$ cat config.mk
export PLATFORM = sky130hd
export DESIGN_NAME = uart_rx_ctrl
export DESIGN_NICKNAME = d
export VERILOG_FILES = /design/src/rtl/uart_rx_ctrl.sv
export SDC_FILE = /design/constraint.sdc
export NUM_CORES = 1
export LEC_CHECK = 0
export BUFFER_PORTS_ARGS = -buffer_cell sky130_fd_sc_hd__buf_2
export CORE_MARGIN = 2
export CORE_UTILIZATION = 45
export DETAILED_ROUTE_END_ITERATION = 7
export PLACE_DENSITY = 0.66
export SYNTH_ARGS = -nofsm -noshare
export SYNTH_HDL_FRONTEND = slang
export SYNTH_SLANG_ARGS = --single-unit
export TNS_END_PERCENT = 5
$ cat constraint.sdc
create_clock -name clk -period 4.3 [get_ports clk]
set_input_delay 0.215 -clock clk [delete_from_list [all_inputs] [get_ports clk]]
set_output_delay 0.215 -clock clk [all_outputs]
set_load 0.1 [all_outputs]
$ cat src/rtl/uart_rx_ctrl.sv
// uart_rx companion: idle-gated runtime config, FWFT receive FIFO, overflow flag.
// Define UART_RX_CTRL_TIMEOUT_EN to build the receive-timeout counter.
module uart_rx_ctrl #(
    parameter int DWIDTH       = 8,
    parameter int PWIDTH       = 6,
    parameter int AWIDTH       = 3,
    parameter int IDLE_BITS    = 11,
    parameter int PRESCALE_RST = 8
) (
    input  logic              clk,
    input  logic              rst,
    input  logic              s_data,
    input  logic [DWIDTH-1:0] rx_p_data,
    input  logic              rx_data_valid,
    output logic [PWIDTH-1:0] prescale,
    output logic              parity_en,
    output logic              parity_type,
    input  logic              cfg_wr,
    input  logic [PWIDTH-1:0] cfg_prescale,
    input  logic              cfg_parity_en,
    input  logic              cfg_parity_type,
    output logic              cfg_pending,
    output logic              line_idle,
    output logic [DWIDTH-1:0] rd_data,
    output logic              rd_valid,
    input  logic              rd_ready,
    output logic [AWIDTH:0]   fifo_level,
    output logic              overflow,
    input  logic              ovf_clr,
    output logic              rx_timeout
);

    localparam int DEPTH = 1 << AWIDTH;
    localparam int CMAX  = IDLE_BITS * ((1 << PWIDTH) - 1);
    localparam int CW    = $clog2(CMAX + 1);
    localparam int TW    = CW + 2;

    typedef enum logic {
        CFG_IDLE,
        CFG_PEND
    } cfg_state_t;

    cfg_state_t        state;
    logic [PWIDTH-1:0] sh_prescale;
    logic              sh_parity_en;
    logic              sh_parity_type;
    logic              cfg_acc;

    logic [CW-1:0] idle_cnt;
    logic [CW-1:0] idle_nxt;
    logic [CW-1:0] idle_thr;

    logic [DWIDTH-1:0] mem [DEPTH];
    logic [AWIDTH:0]   wr_ptr;
    logic [AWIDTH:0]   rd_ptr;
    logic              full;
    logic              empty;
    logic              push;
    logic              pop;
    logic              drop;

    assign idle_thr = CW'(IDLE_BITS) * CW'(prescale);

    always_comb begin
        idle_nxt = idle_cnt;
        if (!s_data)
            idle_nxt = '0;
        else if (idle_cnt < idle_thr)
            idle_nxt = idle_cnt + CW'(1);
    end

    always_ff @(posedge clk or negedge rst) begin
        if (!rst) begin
            idle_cnt  <= '0;
            line_idle <= 1'b0;
        end else begin
            idle_cnt  <= idle_nxt;
            line_idle <= (idle_nxt >= idle_thr);
        end
    end

    // A zero prescale would stall uart_rx, so such writes are dropped.
    assign cfg_acc = cfg_wr && (cfg_prescale != '0);

    always_ff @(posedge clk or negedge rst) begin
        if (!rst) begin
            state          <= CFG_IDLE;
            cfg_pending    <= 1'b0;
            sh_prescale    <= PWIDTH'(PRESCALE_RST);
            sh_parity_en   <= 1'b1;
            sh_parity_type <= 1'b0;
            prescale       <= PWIDTH'(PRESCALE_RST);
            parity_en      <= 1'b1;
            parity_type    <= 1'b0;
        end else begin
            unique case (state)
                CFG_IDLE: begin
                    if (cfg_acc) begin
                        sh_prescale    <= cfg_prescale;
                        sh_parity_en   <= cfg_parity_en;
                        sh_parity_type <= cfg_parity_type;
                        state          <= CFG_PEND;
                        cfg_pending    <= 1'b1;
                    end
                end
                CFG_PEND: begin
                    if (cfg_acc) begin
                        sh_prescale    <= cfg_prescale;
                        sh_parity_en   <= cfg_parity_en;
                        sh_parity_type <= cfg_parity_type;
                    end else if (line_idle) begin
                        prescale    <= sh_prescale;
                        parity_en   <= sh_parity_en;
                        parity_type <= sh_parity_type;
                        state       <= CFG_IDLE;
                        cfg_pending <= 1'b0;
                    end
                end
                default: state <= CFG_IDLE;
            endcase
        end
    end

    assign empty = (wr_ptr == rd_ptr);
    assign full  = (wr_ptr[AWIDTH] != rd_ptr[AWIDTH]) &&
                   (wr_ptr[AWIDTH-1:0] == rd_ptr[AWIDTH-1:0]);
    assign pop   = !empty && rd_ready;
    assign push  = rx_data_valid && (!full || pop);
    assign drop  = rx_data_valid && full && !pop;

    assign rd_valid   = !empty;
    assign rd_data    = mem[rd_ptr[AWIDTH-1:0]];
    assign fifo_level = wr_ptr - rd_ptr;

    always_ff @(posedge clk) begin
        if (push)
            mem[wr_ptr[AWIDTH-1:0]] <= rx_p_data;
    end

    always_ff @(posedge clk or negedge rst) begin
        if (!rst) begin
            wr_ptr   <= '0;
            rd_ptr   <= '0;
            overflow <= 1'b0;
        end else begin
            if (push)
                wr_ptr <= wr_ptr + 1'b1;
            if (pop)
                rd_ptr <= rd_ptr + 1'b1;
            if (drop)
                overflow <= 1'b1;
            else if (ovf_clr)
                overflow <= 1'b0;
        end
    end

`ifdef UART_RX_CTRL_TIMEOUT_EN
    logic [TW-1:0] tmo_cnt;
    logic [TW-1:0] tmo_nxt;
    logic [TW-1:0] tmo_thr;

    assign tmo_thr = {idle_thr, 2'b00};

    always_comb begin
        tmo_nxt = tmo_cnt;
        if (empty || push || pop)
            tmo_nxt = '0;
        else if (tmo_cnt < tmo_thr)
            tmo_nxt = tmo_cnt + TW'(1);
    end

    always_ff @(posedge clk or negedge rst) begin
        if (!rst) begin
            tmo_cnt    <= '0;
            rx_timeout <= 1'b0;
        end else begin
            tmo_cnt    <= tmo_nxt;
            rx_timeout <= (tmo_nxt >= tmo_thr);
        end
    end
`else
    assign rx_timeout = 1'b0;
`endif

endmodule

# Word level (Yosys, flattened, before mapping)
# Memories as Yosys holds them, arrays and structs flattened.
# Index checks and enable logic that the tools add are counted.
# Widths: inputs -> output; s select.
[op_classes]
n_mul = 1
addsub = 4
order_cmp = 2
n_mux = 17
n_reduce_logical = 14
n_eq_ne = 6
bitwise = 2
[op_table]
columns = ["cell", "count"]
rows = [
  ["$mux 10", 2],
  ["$mux 1", 12],
  ["$add 10x1->10 const B", 1],
  ["$ge 10x10->1", 1],
  ["$lt 10x10->1", 1],
  ["$mul 4x6->10 const A", 1],
  ["$add 4x1->4 const B", 2],
  ["$logic_and 1x1->1", 6],
  ["$mux 6", 1],
  ["$ne 2x2->1 const B", 3],
  ["$reduce_and 3->1", 2],
  ["$reduce_bool 6->1", 1],
  ["$eq 4x4->1", 1],
  ["$pmux 1 s2", 2],
  ["$sub 4x4->4", 1],
  ["$eq 3x3->1", 1],
  ["$logic_not 1->1", 3],
  ["$not 1->1", 2],
  ["$reduce_bool 2->1", 1],
  ["$logic_or 1x1->1", 1],
  ["$ne 1x1->1", 1],
]
[totals]
ramBits = 64
input_bits = 23
output_inout_bits = 25
regBits = 38
mem_count = 1
wordCells = 60
[mem_list]
columns = ["name", "depth", "word_bits", "read_ports", "rd_ports_with_merged_regs", "write_ports", "line", "text"]
rows = [
  ["mem", 8, 8, 1, 0, 1, "53", "logic [DWIDTH-1:0] mem [DEPTH];"],
]

# Logic depth before layout (Yosys ltp)
# Gate-level depths: netlist of run 1.
[logic_depth]
ltp_word = 7
ltp_mapped = 23

# Worst setup path after synthesis of run 1
# OpenSTA, ideal clock, no wires.
[synth_timing]
path_type = "flip-flop to flip-flop"
from = "register prescale[1]"
to = "register line_idle"
period_less_slack_ns = 5.122
path_stages_with_launch = 23
t_arrival_ns = 5.004
setup_slack_ns = -0.822
path_buffers = 1
setup_time_ns = 0.118
path_cell_list = "dfrtp_1 ha_1 fa_1 ha_1 nor2b_1 o21ai_0 a21oi_1 o21a_1 nor2_1 xor2_1 ha_1 o21ai_0 nor2_1 a211oi_2 buf_4 mux2i_1 nor2b_1 ha_1 a21o_1 a21o_1 a21oi_1 o31ai_1 a21o_1"
[synth_between]
elab_chain_cells = 5
[synth_lines]
columns = ["item", "line", "text"]
rows = [
  ["start, declared", "15", "output logic [PWIDTH-1:0] prescale,"],
  ["start signal, assigned", "92", "prescale <= PWIDTH'(PRESCALE_RST);"],
  ["start signal, assigned", "112", "prescale <= sh_prescale;"],
  ["$mul 4x6->10", "62", "assign idle_thr = CW'(IDLE_BITS) * CW'(prescale);"],
  ["$lt 10x10->1", "68", "else if (idle_cnt < idle_thr)"],
  ["$mux 10", "68", ""],
  ["$mux 10", "66", "if (!s_data)"],
  ["net idle_nxt[1]", "50", "logic [CW-1:0] idle_nxt;"],
  ["$ge 10x10->1", "78", "line_idle <= (idle_nxt >= idle_thr);"],
  ["end signal, assigned", "78", ""],
  ["end, declared", "23", "output logic line_idle,"],
]
# The timed path passes the listed nets, and every way through them passes these cells.
# A chain may end at the register's enable or synchronous reset.

# Worst setup path after layout of run 1
[layout_timing]
from = "register prescale[3]"
to = "register line_idle"
# The elaborated chain is that of the path after synthesis.

==> results.py, run 1 <==
metrics = {
    "status": {
        "status": "finished, violations left",
        "violations_in_the_final_reports": "negative hold slack, negative setup slack",
    },
    "finish": {
        "mostFrequentLayoutCell": "sky130_fd_sc_hd__edfxtp_1",
        "post_route_cells_drive_above_1_share_pct": 33.3,
        "layout_overhead_on_the_synthesized_area_pct": 21.3,
        "final_nets": 538,
        "insertedDiodeCount": 0,
        "commonest_cells_after_routing_fill_and_taps_aside": "64 x sky130_fd_sc_hd__edfxtp_1, 58 x sky130_fd_sc_hd__nand2_1, 46 x sky130_fd_sc_hd__buf_2, 43 x sky130_fd_sc_hd__buf_4, 39 x sky130_fd_sc_hd__ha_1",
        "multi_input_gate_area_in_the_final_layout_um2": 2120,
        "post-route-cell-area_um2": 6140,
        "n_fill_cell": 900,
        "final-seq-area_um2": 2890,
    },
    "worst_setup_path": {
        "cp-end-kind": "register",
        "critPathLaunchType": "register",
        "cp.required_ns": 4.55,
        "timing.reg2reg.setup_slack_ns": -0.46,
        "cp_slowest_stage_delay_ns": 0.63,
        "crit_family": "adder cells",
        "timing.critical_path.slowest_stage_cell": "sky130_fd_sc_hd__dfstp_4",
        "setup_cp_type": "reg -> reg",
        "cells_along_the_critical_path": "ha_4, fa_1, ha_4, nor2b_4, o21ai_2, a21oi_2, o21a_1, nor2_2, xor2_1, ha_1, o21ai_1, nor2_1, a211oi_2, buf_4, buf_6, nand4_1, mux2i_1, ha_1, a21oi_2, o22ai_1, nor2_1, o31ai_2, a21o_1",
        "wp_data_arrival_ns": 5.01,
        "path_max_fanout": 5,
        "worst_path_buffer_plus_inverter_count": 2,
    },
    "grt": {
        "grt_first_pass_wirelength_um": 16200,
        "grt.met1_usage_pct": 22.9,
        "via_count_of_the_first_global_routing_pass": 3286,
        "groute.layer.met2.usage_pct": 30.2,
        "groute.layer.met3.usage_pct": 3.12,
        "top_usage_layer": "met2",
        "globalRouteOverflowTotal": 0,
        "antenna_violations_before_repair": 0,
        "grt_start_max_net_pins": 39,
        "grt_usage_pct": 17.9,
    },
    "cts": {
        "clk_root_buffer_cell": "sky130_fd_sc_hd__clkbuf_16",
        "clk_latency_ns": 0.35,
        "cts.sink_count": 102,
        "worst_setup_hold_path_clk_slew_ns": 0.08,
        "clock_tree_from_tritoncts": "built",
        "htree_levels": 3,
        "cts_max_path_buffers": 2,
        "hold_buffers": 0,
        "cts_made_buffers": 9,
    },
    "sta": {
        "slew_headroom_pct": 41.2,
        "hold-worst-slack_ns": -0.0194,
        "max_freq_mhz": 210,
        "final-hold-violation-count": 19,
        "period_share_pct": 111,
        "final.setup_skew_ns": 0.00955,
        "slew_viol_final": 0,
        "worstMarginPinSlew_ns": 0.882,
        "grt_setup_unrepaired": "yes",
        "timing.setup.tns_ns": -0.462,
        "setup_viol": 1,
        "fin_crit_ns": 4.76,
        "final_worst_slack_ns": -0.462,
    },
    "logic_synthesis": {
        "postSynthNetCount": 447,
        "mappedNetlistArea_um2": 5070,
        "yosys_warnings": 0,
        "synth-async-reset-ratio_pct": 37.3,
        "synthesis.area_per_instance_um2": 13.4,
        "post_synth_inst_count": 379,
        "seq_area_frac_synth_pct": 56.8,
        "dominantRegCellSynth": "sky130_fd_sc_hd__edfxtp_1",
        "synth_enable_flop_cells": 64,
        "synth.distinct_cells": 40,
        "postSynthRegisterBits": 102,
    },
    "die": {
        "initial_utilization_pct": 46.3,
        "design.die.area_um2": 12100,
        "ioPinCount": 48,
        "design.core.area_um2": 10900,
        "dieHeight_um": 110,
        "floorplan.die.width_um": 110,
        "rows": 38,
    },
    "drt": {
        "detailed_routing_iteration_count_for_the_pre_antenna_repair_pass": 4,
        "ant_nets": 0,
        "initialDrtViolationCount": 183,
        "wl_per_cell_um": 16.5,
        "viasPerCell": 5.31,
        "detailroute.via_count": 3263,
        "drc_violations": 0,
        "drt-total-wl_um": 10100,
    },
    "place": {
        "detailed_place.area_um2": 5700,
        "port_buffers": 46,
        "gp_congestion": 0.751,
        "post-dp-hpwl_um": 6890,
    },
    "flow_run": {
        "max_cap_viol_count": 0,
    },
    "min_path": {
        "timing.hold.worst.class": "in -> async",
    },
}
-- layout make-up --
| type | count | area share [%] |
|---|---|---|
| well taps | 140 | 2.85 |
| multi-input cells | 243 | 34.6 |
| repair buffers | 90 | 9.18 |
| inverters | 24 | 1.47 |
| clock buffers | 10 | 3.73 |
| flip-flops and latches | 102 | 47.0 |
| clock inverters | 6 | 1.22 |
-- cells in the mapped netlist, types with 2 or more instances --
cell | instances | area [um2]
sky130_fd_sc_hd__xnor2_1 | 8 | 70.1
sky130_fd_sc_hd__xor2_1 | 5 | 43.8
sky130_fd_sc_hd__buf_4 | 3 | 22.5
sky130_fd_sc_hd__fa_1 | 4 | 80.1
sky130_fd_sc_hd__mux4_2 | 16 | 360
sky130_fd_sc_hd__mux2i_1 | 8 | 80.1
sky130_fd_sc_hd__nand2b_1 | 13 | 81.3
sky130_fd_sc_hd__ha_1 | 41 | 513
sky130_fd_sc_hd__nand2_1 | 58 | 218
sky130_fd_sc_hd__and3_1 | 3 | 18.8
sky130_fd_sc_hd__edfxtp_1 | 64 | 1920
sky130_fd_sc_hd__dfrtp_1 | 34 | 851
sky130_fd_sc_hd__a21o_1 | 5 | 37.5
sky130_fd_sc_hd__nor2b_1 | 5 | 31.3
sky130_fd_sc_hd__nand4_1 | 7 | 43.8
sky130_fd_sc_hd__a21oi_1 | 11 | 55.1
sky130_fd_sc_hd__o21ai_0 | 10 | 50.1
sky130_fd_sc_hd__inv_1 | 23 | 86.3
sky130_fd_sc_hd__clkbuf_1 | 5 | 18.8
sky130_fd_sc_hd__a211oi_1 | 2 | 15.0
sky130_fd_sc_hd__nor2_1 | 12 | 45.0
sky130_fd_sc_hd__nor3_1 | 5 | 25.0
sky130_fd_sc_hd__dfstp_2 | 4 | 105
sky130_fd_sc_hd__mux2_2 | 11 | 124
sky130_fd_sc_hd__buf_2 | 2 | 10.0
sky130_fd_sc_hd__nand3_1 | 6 | 30.0
-- per-layer routing --
metal  part of all wire (%)  vias up
met1                     45     1631
met3                    3.1       17
li1                       -     1555
met5                      0        -
met4                    1.8        0
met2                     50       60
-- state kept, by name, indices dropped and copies added (netlist names) --
register	count
cfg_pending	1
idle_cnt	10
line_idle	1
mem	64
overflow	1
parity_en	1
parity_type	1
prescale	6
rd_ptr	4
sh_parity_en	1
sh_parity_type	1
sh_prescale	6
state	1
wr_ptr	4
-- logic make-up after synthesis --
kind of cell / count (synthesis) / synth area share (%)
compound gates: 36 / 4.62
other cells: 1 / 0.0740
xor+xnor: 13 / 2.25
mux: 35 / 11.1
buf+inv: 34 / 2.79
simple gates: 113 / 10.6
fa+ha+maj: 45 / 11.7
flops: 102 / 56.8
-- path summary, 6_finish.rpt --
| check | start | end | cells after the start |
|---|---|---|---|
| max | prescale[3]$_DFFE_PN1P_ | line_idle$_DFF_PN0_ | 23 |
| min | rst | wr_ptr[1]$_DFFE_PN0P_ | 1 |
| max reg2reg | prescale[3]$_DFFE_PN1P_ | line_idle$_DFF_PN0_ | 23 |
| min reg2reg | sh_prescale[3]$_DFFE_PN1P_ | sh_prescale[3]$_DFFE_PN1P_ | 2 |
| max in group asynchronous | rst | prescale[0]$_DFFE_PN0P_ | 1 |
| min in group clk | ovf_clr | overflow$_DFFE_PN0P_ | 2 |
-- stage by stage --
| stage | worst slack, ns | instances | util, % |
|---|---|---|---|
| 6_report | -0.462 | 615 | 56.2 |
| 5_1_grt | -0.734 | 615 | 56.2 |
| 4_1_cts | -0.456 | 610 | 55.4 |
| 3_5_place_dp | -0.573 | 588 | 52.2 |
| 3_3_place_gp | -0.418 | 588 | 52.2 |
| 2_1_floorplan | -0.437 | 379 | - |
-- timing repair --
item	CTS	global route
buffers inserted	6	5
endpoints found under the setup margin	1	1
pin swaps	10	21
gates resized for setup	2	10
Power of run 1 is left out: the tool's default activity adds up to more than one toggle a clock period on the data nets, which glitch-free logic cannot reach.
==> run 2: changes to the inputs <==
==> config.mk (replaced) <==
export PLATFORM = sky130hd
export DESIGN_NAME = uart_rx_ctrl
export DESIGN_NICKNAME = d
export VERILOG_FILES = /design/src/rtl/uart_rx_ctrl.sv
export SDC_FILE = /design/constraint.sdc
export NUM_CORES = 1
export LEC_CHECK = 0
export CORE_MARGIN = 3
export CORE_UTILIZATION = 45
export DETAILED_ROUTE_END_ITERATION = 7
export DONT_BUFFER_PORTS = 1
export SYNTH_ARGS = -nofsm -noshare
export SYNTH_HDL_FRONTEND = slang
export SYNTH_SLANG_ARGS = --single-unit
export TNS_END_PERCENT = 5
==> results.py, run 2 (same netlist as run 1, synthesis figures left out) <==
metrics = {
    "place": {
        "post-dp-hpwl_um": 6590,
        "port_buffers": 0,
        "gp_congestion": 0.789,
    },
    "worst_setup_path": {
        "cells_along_the_critical_path": "ha_4, fa_1, ha_4, nor2b_1, o21ai_1, a21oi_1, o21a_1, nor2_2, xor2_1, ha_1, nand4_1, a21oi_1, a211oi_2, buf_4, xnor2_1, nand2b_1, ha_1, nand2b_1, a21o_1, a21o_1, a21oi_2, o31ai_1, a21o_1",
        "path_max_fanout": 3,
        "cp.required_ns": 4.54,
        "crit_family": "adder cells",
        "timing.critical_path.slowest_stage_cell": "sky130_fd_sc_hd__dfstp_4",
        "worst_r2r_path_depth": 23,
        "crit_path_frequent_cell": "sky130_fd_sc_hd__a21o_1",
        "r2r-start": "prescale[3]$_DFFE_PN1P_",
        "timing.reg2reg.setup_slack_ns": -0.33,
        "cp_slowest_stage_delay_ns": 0.63,
        "cp-end-kind": "register",
        "wp_data_arrival_ns": 4.87,
        "critPathLaunchType": "register",
        "worst_path_buffer_plus_inverter_count": 1,
        "worstSetupPathDepth": 23,
        "setup_cp_type": "reg -> reg",
        "worst_r2r_dst": "line_idle$_DFF_PN0_",
    },
    "sta": {
        "max_freq_mhz": 216,
        "slew_viol_final": 0,
        "fin_crit_ns": 4.63,
        "final.setup_skew_ns": 0.00886,
        "period_share_pct": 108,
        "final_worst_slack_ns": -0.333,
        "worstMarginPinSlew_ns": 1.08,
        "setup_viol": 1,
        "grt_setup_unrepaired": "yes",
        "slew_headroom_pct": 27.7,
        "final-hold-violation-count": 0,
        "hold-worst-slack_ns": 0.0149,
    },
    "grt": {
        "globalRouteOverflowTotal": 0,
        "via_count_of_the_first_global_routing_pass": 3195,
        "grt_usage_pct": 16.4,
        "grt_first_pass_wirelength_um": 16200,
        "grt_start_max_net_pins": 39,
        "antenna_violations_before_repair": 0,
    },
    "die": {
        "design.core.area_um2": 10900,
        "dieHeight_um": 112,
        "floorplan.die.width_um": 112,
        "design.die.area_um2": 12600,
        "ioPinCount": 48,
        "rows": 38,
        "initial_utilization_pct": 46.3,
    },
    "drt": {
        "routedLengthMet1_um": 4280,
        "viasPerCell": 5.19,
        "dr.max_layer_used": "met4",
        "wl_per_cell_um": 16.1,
        "detailed_routing_iteration_count_for_the_pre_antenna_repair_pass": 4,
        "detailroute.via_count": 3082,
        "drc_violations": 0,
        "initialDrtViolationCount": 145,
        "met2_wirelength_um": 4680,
        "met3WireLength_um": 518,
        "drt-total-wl_um": 9590,
        "ant_nets": 0,
    },
    "cts": {
        "cts.sink_count": 102,
        "clk_latency_ns": 0.35,
        "cts_max_path_buffers": 2,
        "cts_made_buffers": 9,
        "clock_tree_from_tritoncts": "built",
        "htree_levels": 3,
        "clk_root_buffer_cell": "sky130_fd_sc_hd__clkbuf_16",
        "worst_setup_hold_path_clk_slew_ns": 0.07,
    },
    "finish": {
        "finish.utilization_pct": 56.2,
        "insertedDiodeCount": 0,
        "post_route_cells_drive_above_1_share_pct": 24.0,
        "mostFrequentLayoutCell": "sky130_fd_sc_hd__edfxtp_1",
        "commonest_cells_after_routing_fill_and_taps_aside": "64 x sky130_fd_sc_hd__edfxtp_1, 58 x sky130_fd_sc_hd__nand2_1, 46 x sky130_fd_sc_hd__buf_4, 39 x sky130_fd_sc_hd__ha_1, 29 x sky130_fd_sc_hd__dfrtp_1",
        "final_nets": 517,
        "layout_overhead_on_the_synthesized_area_pct": 21.3,
        "largest_register_ff_count": 64,
    },
    "min_path": {
        "timing.hold.worst_endpoint": "idle_cnt[0]$_DFF_PN0_",
        "min_path_cells": 1,
        "timing.hold.worst.class": "in -> reg",
        "timing.hold.worst.start": "s_data",
    },
    "status": {
        "status": "finished, violations left",
        "violations_in_the_final_reports": "negative setup slack",
    },
    "flow_run": {
        "max_cap_viol_count": 0,
    },
}
## run 2: final cells by class
cell class                      count  area [um2]
Fill cell                         906        4790
Sequential cell                   102        2890
Multi-Input combinational cell    243        2100
Timing Repair Buffer               69         586
Clock buffer                        9         225
Tap cell                          140         175
Inverter                           24        90.1
Clock inverter                      7        80.1
## run 2: repair_timing
item / CTS / global route
endpoints found under the setup margin: 1 / 1
setup buffers: 5 / 0
resized for setup: 1 / 3
pin swaps: 4 / 3
hold endpoints to repair: 108 / 1
hold buffers: 22 / 1
## run 2: metal layers
layer,vias up,global-route usage [%]
li1,1516,-
met1,1498,21.1
met2,60,27.7
met3,8,3.40
met4,0,6.09
met5,-,0
## run 2: worst reg2reg max path, delay by kind of cell, from the launching register on
family | cells | cell delay (ns)
compound gates | 10 | 1.37
xor+xnor | 2 | 0.30
fa+ha+maj | 5 | 1.53
buf+inv | 1 | 0.15
flops | 1 | 0.63
simple gates | 5 | 0.55
## run 2: metrics by stage
step	instances	area, um2	worst slack (ns)	TNS [ns]
CTS	593	6130	-0.370	-0.370
global placement	550	5550	-0.464	-0.464
global route	594	6150	-0.695	-0.695
floorplan	379	5100	-0.437	-0.437
finish	594	6150	-0.333	-0.333
detailed placement	550	5550	-0.527	-0.527
## run 2: how the worst max path moves through the flow
stage	slack, ns	to	from
floorplan	-0.44	line_idle$_DFF_PN0_	prescale[3]$_DFFE_PN1P_
global placement	-0.46	line_idle$_DFF_PN0_	prescale[3]$_DFFE_PN1P_
detailed placement	-0.53	line_idle$_DFF_PN0_	prescale[3]$_DFFE_PN1P_
CTS	-0.37	line_idle$_DFF_PN0_	prescale[3]$_DFFE_PN1P_
global route	-0.69	line_idle$_DFF_PN0_	prescale[3]$_DFFE_PN1P_
finish	-0.33	line_idle$_DFF_PN0_	prescale[3]$_DFFE_PN1P_
Power of run 2 is left out for the same reason.
==> run 3: changes to the inputs <==
--- a/config.mk
+++ b/config.mk
@@ -7,8 +7,10 @@
 export LEC_CHECK = 0
 export CORE_MARGIN = 3
 export CORE_UTILIZATION = 45
+export CTS_CLUSTER_SIZE = 24
 export DETAILED_ROUTE_END_ITERATION = 7
 export DONT_BUFFER_PORTS = 1
+export RECOVER_POWER = 25
 export SYNTH_ARGS = -nofsm -noshare
 export SYNTH_HDL_FRONTEND = slang
 export SYNTH_SLANG_ARGS = --single-unit
==> constraint.sdc (replaced) <==
create_clock -name clk -period 4.89 [get_ports clk]
set_input_delay 0.2445 -clock clk [delete_from_list [all_inputs] [get_ports clk]]
set_output_delay 0.2445 -clock clk [all_outputs]
set_load 0.1 [all_outputs]
==> results.py, run 3 (same netlist as run 1, synthesis figures left out) <==
metrics = {
    "status": {
        "status": "finished, violations left",
        "violations_in_the_final_reports": "max-capacitance violations, max-slew violations",
    },
    "die": {
        "initial_utilization_pct": 46.3,
        "rows": 38,
        "ioPinCount": 48,
        "design.die.area_um2": 12600,
        "design.core.area_um2": 10900,
        "floorplan.die.width_um": 112,
        "dieHeight_um": 112,
    },
    "grt": {
        "groute.layer.met2.usage_pct": 24.6,
        "globalRouteOverflowTotal": 0,
        "groute.layer.met3.usage_pct": 3.83,
        "antenna_violations_before_repair": 0,
        "grt_first_pass_wirelength_um": 15700,
        "grt_usage_pct": 16.1,
        "via_count_of_the_first_global_routing_pass": 3005,
        "grt.met1_usage_pct": 22.5,
        "top_usage_layer": "met2",
        "grt_start_max_net_pins": 39,
    },
    "sta": {
        "final.setup_skew_ns": 0.00661,
        "slew_viol_final": 39,
        "fin_crit_ns": 4.70,
        "grt_setup_unrepaired": "yes",
        "worstMarginPinSlew_ns": 2.06,
        "max_freq_mhz": 213,
        "slew_headroom_pct": -37.6,
        "setup_viol": 0,
        "timing.setup.tns_ns": 0,
        "period_share_pct": 96.2,
        "final-hold-violation-count": 0,
    },
    "worst_setup_path": {
        "setup_cp_type": "reg -> reg",
        "timing.reg2reg.setup_slack_ns": 0.19,
        "wp_data_arrival_ns": 4.94,
        "worst_r2r_dst": "line_idle$_DFF_PN0_",
        "r2r-start": "prescale[3]$_DFFE_PN1P_",
        "critPathLaunchType": "register",
        "timing.critical_path.slowest_stage_cell": "sky130_fd_sc_hd__dfstp_4",
        "crit_path_frequent_cell": "sky130_fd_sc_hd__ha_1",
        "worst_path_buffer_plus_inverter_count": 3,
        "cells_along_the_critical_path": "buf_6, ha_1, ha_1, ha_1, inv_1, a21oi_2, o21a_1, nor2_2, xor2_1, ha_1, o21ai_1, nor2_1, a211oi_2, buf_4, nand4_1, mux2i_2, ha_1, a21oi_1, o22ai_1, nor2_1, o31ai_1, a21o_1",
        "cp-end-kind": "register",
        "cp_slowest_stage_delay_ns": 0.63,
        "crit_family": "adder cells",
        "worst_r2r_path_depth": 22,
        "path_max_fanout": 6,
        "cp.required_ns": 5.12,
    },
    "finish": {
        "post-route-cell-area_um2": 5850,
        "final_nets": 482,
        "final-seq-area_um2": 2890,
        "insertedDiodeCount": 0,
        "multi_input_gate_area_in_the_final_layout_um2": 2130,
        "commonest_cells_after_routing_fill_and_taps_aside": "64 x sky130_fd_sc_hd__edfxtp_1, 58 x sky130_fd_sc_hd__nand2_1, 39 x sky130_fd_sc_hd__ha_1, 30 x sky130_fd_sc_hd__dfrtp_1, 23 x sky130_fd_sc_hd__inv_1",
        "largest_register_ff_count": 64,
        "n_fill_cell": 923,
        "layout_overhead_on_the_synthesized_area_pct": 15.4,
        "post_route_cells_drive_above_1_share_pct": 21.0,
        "mostFrequentLayoutCell": "sky130_fd_sc_hd__edfxtp_1",
    },
    "cts": {
        "worst_setup_hold_path_clk_slew_ns": 0.06,
        "cts.sink_count": 102,
        "clk_latency_ns": 0.35,
        "clock_tree_from_tritoncts": "built",
        "htree_levels": 3,
        "cts_max_path_buffers": 2,
        "cts_made_buffers": 9,
        "clk_root_buffer_cell": "sky130_fd_sc_hd__clkbuf_16",
    },
    "drt": {
        "ant_nets": 0,
        "drc_violations": 0,
        "detailroute.via_count": 3004,
        "detailed_routing_iteration_count_for_the_pre_antenna_repair_pass": 4,
        "wl_per_cell_um": 17.2,
        "viasPerCell": 5.37,
        "drt-total-wl_um": 9640,
        "initialDrtViolationCount": 174,
    },
    "place": {
        "detailed_place.area_um2": 5360,
        "post-dp-hpwl_um": 6590,
        "port_buffers": 0,
        "gp_congestion": 0.745,
    },
    "flow_run": {
        "max_cap_viol_count": 1,
    },
    "min_path": {
        "min_path_cells": 2,
        "timing.hold.worst.class": "in -> reg",
        "timing.hold.worst.start": "cfg_prescale[5]",
        "timing.hold.worst_endpoint": "sh_prescale[5]$_DFFE_PN0P_",
    },
}
## run 3: timing repair
action,CTS,global route
pin swaps,0,21
endpoints found under the setup margin,1,1
setup buffers,2,1
gates resized for setup,2,16
hold endpoints to repair,103,0
hold buffers,12,0
## run 3: layer usage
layer,vias up,wire length [um]
li1,1438,-
met1,1485,4490
met2,68,4480
met3,13,504
met4,0,163
met5,-,0
## run 3: how the worst max path moves through the flow
stage | start | endpoint | slack (ns) | cells after the start
floorplan | prescale[3]$_DFFE_PN1P_ | line_idle$_DFF_PN0_ | 0.01 | 22
global placement | prescale[3]$_DFFE_PN1P_ | line_idle$_DFF_PN0_ | 0.07 | 22
detailed placement | prescale[3]$_DFFE_PN1P_ | line_idle$_DFF_PN0_ | -0.04 | 22
CTS | prescale[3]$_DFFE_PN1P_ | line_idle$_DFF_PN0_ | 0.04 | 22
global route | prescale[3]$_DFFE_PN1P_ | line_idle$_DFF_PN0_ | -0.14 | 22
finish | prescale[3]$_DFFE_PN1P_ | line_idle$_DFF_PN0_ | 0.19 | 22
## run 3: area by class of cell
type                            count  area share [%]
Timing Repair Buffer               34            4.90
Multi-Input combinational cell    243            36.4
Tap cell                          140            3.00
Inverter                           24            1.54
Clock inverter                      3           0.492
Sequential cell                   102            49.4
Clock buffer                       13            4.28
## run 3: per-stage QoR
stage,instances,worst slack (ns),hold WS [ns],util (%)
2_1_floorplan,379,0.0146,-0.0511,-
3_3_place_gp,528,0.0738,-0.0500,49.0
3_5_place_dp,528,-0.0445,-0.0496,49.0
4_1_cts,558,0.0369,0.000708,52.9
5_1_grt,559,-0.142,0.00934,53.5
6_report,559,0.187,0.0126,53.5
Power of run 3 is left out for the same reason.
